File: src/rtl/cdb_arbiter.sv
// Common data bus arbiter: one-hot combinational grant, registered broadcast, flush kill.
// Define CDB_ARB_RR_EN for round-robin arbitration; otherwise fixed lowest-index priority.
module cdb_arbiter #(
    parameter int N_UNITS = 3,
    parameter int CDB_W   = 37
) (
    input  logic                            clk,
    input  logic                            nrst,
    input  logic [N_UNITS-1:0][CDB_W-1:0]   units_cdb,
    input  logic [N_UNITS-1:0]              units_cdb_valid,
    output logic [N_UNITS-1:0]              units_cdb_ready,
    input  logic                            flush,
    output logic [CDB_W-1:0]                cdb,
    output logic                            cdb_valid
);

    localparam int IDX_W  = (N_UNITS > 1) ? $clog2(N_UNITS) : 1;
    localparam int SCAN_W = IDX_W + 1;

    logic [IDX_W-1:0] w_gnt_idx;
    logic             w_gnt_found;
    logic             w_accept;
    logic [CDB_W-1:0] r_cdb;
    logic             r_cdb_valid;

`ifdef CDB_ARB_RR_EN
    logic [IDX_W-1:0]  r_ptr;
    logic [SCAN_W-1:0] w_scan;

    // Scan ptr, ptr+1, ... modulo N_UNITS; the extra scan bit holds ptr+i before the wrap.
    // NOTE: every combinational output gets a default first so no path infers a latch.
    always_comb begin
        w_gnt_idx   = '0;
        w_gnt_found = 1'b0;
        w_scan      = '0;
        for (int i = 0; i < N_UNITS; i++) begin
            w_scan = {1'b0, r_ptr} + SCAN_W'(i);
            if (w_scan >= SCAN_W'(N_UNITS)) begin
                w_scan = w_scan - SCAN_W'(N_UNITS);
            end
            if (!w_gnt_found && units_cdb_valid[w_scan[IDX_W-1:0]]) begin
                w_gnt_found = 1'b1;
                w_gnt_idx   = w_scan[IDX_W-1:0];
            end
        end
    end

    // Pointer moves only on an accepted grant; flush suppresses w_accept so it holds.
    always_ff @(posedge clk or negedge nrst) begin
        if (!nrst) begin
            r_ptr <= '0;
        end else if (w_accept) begin
            r_ptr <= (w_gnt_idx == IDX_W'(N_UNITS - 1)) ? '0 : w_gnt_idx + 1'b1;
        end
    end
`else
    // Walking downward leaves the lowest valid index as the winner.
    always_comb begin
        w_gnt_idx   = '0;
        w_gnt_found = 1'b0;
        for (int i = N_UNITS - 1; i >= 0; i--) begin
            if (units_cdb_valid[i]) begin
                w_gnt_found = 1'b1;
                w_gnt_idx   = IDX_W'(i);
            end
        end
    end
`endif

    // Reset gates the grant combinationally so no word is accepted while nrst is low.
    assign w_accept        = w_gnt_found & ~flush & nrst;
    assign units_cdb_ready = w_accept ? (N_UNITS'(1) << w_gnt_idx) : '0;

    // NOTE: sequential state uses non-blocking assignments so every register samples pre-edge values.
    always_ff @(posedge clk or negedge nrst) begin
        if (!nrst) begin
            r_cdb_valid <= 1'b0;
            r_cdb       <= '0;
        end else begin
            r_cdb_valid <= w_accept;
            r_cdb       <= w_accept ? units_cdb[w_gnt_idx] : '0;
        end
    end

    assign cdb       = r_cdb;
    assign cdb_valid = r_cdb_valid;

endmodule

File: config.mk
export PLATFORM = sky130hd
export DESIGN_NAME = cdb_arbiter
export DESIGN_NICKNAME = d
export VERILOG_FILES = /design/src/rtl/cdb_arbiter.sv
export SDC_FILE = /design/constraint.sdc
export NUM_CORES = 1
export LEC_CHECK = 0
export ABC_AREA = 0
export CAP_MARGIN = 20
export CORE_MARGIN = 1
export CORE_UTILIZATION = 34
export CTS_CLUSTER_DIAMETER = 100
export CTS_CLUSTER_SIZE = 8
export DETAILED_ROUTE_END_ITERATION = 6
export PLACE_DENSITY = 0.89
export SYNTH_ARGS = -nofsm -noshare
export SYNTH_HDL_FRONTEND = slang
export SYNTH_SLANG_ARGS = --single-unit
export TNS_END_PERCENT = 100
File: constraint.sdc
create_clock -name clk -period 1 [get_ports clk]
set_input_delay 0.1 -clock clk [delete_from_list [all_inputs] [get_ports clk]]
set_output_delay 0.1 -clock clk [all_outputs]
set_load 0.005 [all_outputs]
**Yosys cells after proc, flatten, opt, wreduce, memory -nomap -nowiden**

Index checks and enable logic that the tools add are counted.

- Memories kept: 0
- Input bits: 117
- Latch bits: 0
- Register bits: 38
- Memory bits (writable): 0
- Logic and storage cells: 17
- Output and inout bits: 41
- Bits in read-only memories: 0

- Reductions and logical operators: 0
- Bitwise operators: 3
- Multiplexer cells: 10
- Shifts and indexed selects: 1
- Equal/unequal tests: 0
- Magnitude comparators: 1
- Add/subtract/negate cells: 0
- $mul: 0
- Divide/modulo/power cells: 0

Operators by type and width:

| cell | number |
|---|---|
| binary-select mux 37 bit (select 2 bit) | 1 |
| 2-to-1 mux 37 bit | 2 |
| 2-to-1 mux 2 bit | 3 |
| less-than comparator 2 x 3 -> 1 bit, second input constant | 1 |
| 2-to-1 mux 1 bit | 3 |
| 2-to-1 mux 3 bit | 1 |
| << shifter 1 x 2 -> 3 bit, first input constant | 1 |
| bitwise AND 1 bit | 2 |
| NOT 1 bit | 1 |

**Depth between registers and ports, before layout**

- Depth in word-level cells: 6
- Gate-level depth with buffers: 5
- Mapped depth without buffers: 3

**Worst setup path after synthesis**

OpenSTA, ideal clock, no wires.

- Path kind: in2reg
- Start point: in units_cdb_valid[0]
- End point: reg r_cdb[14] (netlist: cdb[14])
- Stages on the path: 5
- Library setup time: 0.135 ns
- Data required time: 0.865 ns
- Buffers on the path: 2
- Data arrival time: 0.976 ns
- Path slack: -0.111 ns
- Cells stage by stage: or3b_1 -> buf_6 -> buf_2 -> nor2_1 -> a311oi_2

- Cells in the longest elaborated chain, start to end: 4
- Elaborated cells between the ends (all ways): 7
- Those cells by class: 5 x mux; 2 x bitwise

Ends and longest elaborated chain:

| what | RTL line | text |
|---|---|---|
| from (decl) | 10 | `input logic [N_UNITS-1:0] units_cdb_valid,` |
| 2-to-1 mux 2 bit or 2-to-1 mux 1 bit (tied branches) | 62 | `if (units_cdb_valid[i]) begin` |
| binary-select mux 37 bit (select 2 bit) or bitwise AND 1 bit (tied branches) | 81, 71 |  |
| 2-to-1 mux 37 bit (not written as such) or bitwise AND 1 bit (tied branches) | 81, 71 |  |
| 2-to-1 mux 37 bit (*) | 81 | `r_cdb <= w_accept ? units_cdb[w_gnt_idx] : '0;` |
| to (signal assigned) | 81 |  |
| to (decl) | 23 | `logic [CDB_W-1:0] r_cdb;` |

Mark *: on every way between the ends. The rest lies on a longest branch, timed or not. The select of a mux whose other input is x is not followed.

**Worst setup path in the final report**

- Start point: in units_cdb_valid[0]
- End point: reg r_cdb[27] (netlist: cdb[27])

The elaborated chain is that of the path after synthesis.

==> results by group <==
STA
  – Min Tclk post-route: 1.03 ns
  – Max-slew violations: 0
  – Worst-Margin Slew: 0.358 ns
  – Worst slew margin: 0.761
  – Post-route worst setup slack: -0.0329 ns
  – Final setup vio count: 13
  – Final Hold Fails: 0
  – RSZ-0062 raised after global routing: true
  – Part of the cycle the worst path needs: 1.03
  – Min Hold Slack: 0.359 ns
  – Maximum operating frequency: 0.968 GHz

Critical path
  – Critical Path Source Type: input port
  – WP data arrival: 1.21 ns
  – CP max FO: 8
  – Worst path most repeated cell: buf_12
  – Worst EP required: 1.18 ns
  – CP cell instances: buf_8 -> or3b_4 -> buf_12 -> buf_12 -> a311oi_4
  – Critical path's slowest cell: or3b_4
  – Delay of the slowest critical-path stage: about 0.48 ns
  – Critical path capture point type: flip-flop
  – Critical path type: in -> reg

Hold path
  – Hold Startpoint: nrst
  – Endpoint, Worst Hold: cdb[35]$_DFF_PN0_
  – Worst hold path class: in -> reg
  – Hold Path Depth: 4

Placed design
  – Placed cell areas: ~3800 µm²
  – Final GP Congestion: 0.825
  – Post-DP HPWL: 5030 µm
  – Port bufs: approximately 160

Die
  – I/O pins: 158
  – Std cell rows: 27
  – Die Ht: 79.7 µm
  – Initial core utilization: 0.361
  – Die width: 79.7 µm
  – Die area: about 6300 µm²
  – Core ar.: 5680 µm²

Synth
  – Synth top area cells: dfrtp_1, a311oi_2, nand2_1, nor2_1, a311oi_1
  – Post-synthesis cell count: about 220
  – YS warnings: 0
  – Count of cell types in the netlist: 16
  – Most common cell in the netlist: nand2_1
  – Dominant synthesized flop cell: dfrtp_1
  – Avg Cell Area, Syn: 9.54 µm²
  – Yosys top cell by area: dfrtp_1
  – Top cell type's share of synthesized area: 0.464
  – Synth cell count leaders: nand2_1, nor2_1, dfrtp_1, a311oi_2, buf_2
  – Seq/Total Area, Yosys: 0.464
  – Asr flop ratio synth: 1.00
  – Cell Area, Synth: 2050 µm²
  – EDFF count, synth: 0
  – Yosys reg bits: 38
  – Mapped Nets: 332

Status
  – Failing checks: setup timing
  – Outcome: finished, violations left

Power and ir drop
  – PwrDens: 903 nW/µm²
  – Leak pwr: 1.83 nW
  – Total power draw: 0.00396 W
  – Maximum vdd ir drop: 0.493 mV

Clock network
  – Clock Sinks: 38
  – Clock Pin Slew Worst Setup and Hold Paths: 0.07 ns
  – Clk buf depth: 2
  – CTS Buf Count: 5
  – H-tree depth: 2
  – CTS tree: done
  – Root Buffer: clkbuf_8

Global routing
  – Antenna violations before repair: 0
  – Largest net degree at the start of global routing: 29
  – Number of global-route vias before repair: 2518
  – Tot GR Track Use: 0.276
  – First-pass GRT wire length: 12700 µm
  – Overflow after GRT: 0

Layout
  – Diode count: 0
  – Fin area: 4380 µm²
  – Util after Layout: 0.772
  – Synth-to-layout area growth: 114%
  – Final Net Count: between 500 and 600
  – Fillcell total: 370
  – Layout cells sized above 1: 0.308

Detailed routing
  – ANT nets after route: 0
  – Pre-Repair DR Iteration Count: 4
  – Wire length per cell: 18.1 µm
  – Vias per cell: 5.16
  – DRT iter0 DRCs: 68
  – Drt total wl: ~8400 µm
  – DR vias: 2381
  – Remaining DRCs: 0

Flow run
  – Max Cap Violations: 0
-- flip-flops by register name, indices dropped and copies added, names as in the netlist --
register   flops
cdb           37
cdb_valid      1
-- critical path, delay by kind of cell --
kind,cells,cell delay [ns]
AO/OA/AOI/OAI,1,0.21
buffers and inverters,3,0.41
AND/OR/NAND/NOR,1,0.48
-- worst max-delay path by stage --
stage / start / end / slack (ns)
5_1_grt: units_cdb_valid[0] / cdb[27]$_DFF_PN0_ / -0.05
2_1_floorplan: units_cdb_valid[0] / cdb[10]$_DFF_PN0_ / -0.05
4_1_cts: units_cdb_valid[1] / cdb[27]$_DFF_PN0_ / -0.07
3_3_place_gp: units_cdb_valid[2] / units_cdb_ready[2] / -0.66
6_report: units_cdb_valid[0] / cdb[27]$_DFF_PN0_ / -0.03
3_5_place_dp: units_cdb_valid[2] / cdb[12]$_DFF_PN0_ / -0.69
-- repair_timing --
item / 4_1_cts / 5_1_grt
pin swaps: 6 / 8
resized for setup: 144 / 21
endpoints found under the hold margin: 38 / 0
setup endpoints to repair: 79 / 45
setup buffers: 8 / 1
gates cloned: 9 / 0
hold buffers: 1 / 0
-- placed cells by master, fill, tap and decap left out --
master and count:
buf_12 8, dlygate4sd3_1 1, buf_2 5, buf_4 6, clkdlybuf4s15_1 36, or3b_4 1, nor2_4 9, nand2_1 73
clkbuf_1 1, clkbuf_8 6, a211oi_2 1, dlygate4sd2_1 1, clkbuf_2 2, buf_6 7, o311ai_4 1, clkdlybuf4s50_1 111
buf_16 6, inv_1 1, clkinv_2 1, nand2b_4 1, dfrtp_1 38, nor2_1 4, bufbuf_16 1, mux2i_1 1
a311oi_2 33, buf_8 2, and3_1 1, nor2_2 26, a311oi_4 2, nor2b_4 1, a311oi_1 1, inv_2 1
-- cell families (layout without fill, tap and decap cells) --
kind of cell	count (synthesis)	count (layout)	share of synthesized area
compound gates	38	38	0.250
buf+inv	22	196	0.0635
flops	38	38	0.464
mux	1	1	0.00488
simple gates	116	116	0.218
-- report_power, final --
group / internal (W) / total (W) / switching (W)
sequential: 0.00161 / 0.00163 / 0.0000218
clock: 0.000556 / 0.00105 / 0.000493
combinational: 0.000779 / 0.00128 / 0.000499
-- cell type report --
class | count | area, µm² | share of cell area
timing repair buffer | 186 | 2040 | 0.465
inverter | 2 | 7.51 | 0.00171
clock buffer | 7 | 86.3 | 0.0197
tap | 72 | 90.1 | 0.0206
sequential | 38 | 951 | 0.217
multi-input combinational | 155 | 1200 | 0.275
clock inverter | 1 | 5.00 | 0.00114
-- per-layer routing --
layer | vias to the layer above | track usage | wire [µm]
li1 | 1092 | - | -
met1 | 1141 | 0.267 | 2860
met2 | 126 | 0.532 | 4710
met3 | 22 | 0.0526 | 492
met4 | 0 | 0.162 | 285
met5 | - | 0 | 0
-- stage by stage --
stage	setup slack, ns	instances	TNS, ns
final	-0.0329	461	-0.186
after global routing	-0.0476	461	-0.421
after CTS	-0.0675	463	-0.194
after detailed placement	-0.686	437	-26.20
after global placement	-0.655	437	-24.91
after floorplan	-0.0458	215	-1.28
No activity file was read; power rests on OpenSTA's default activity.
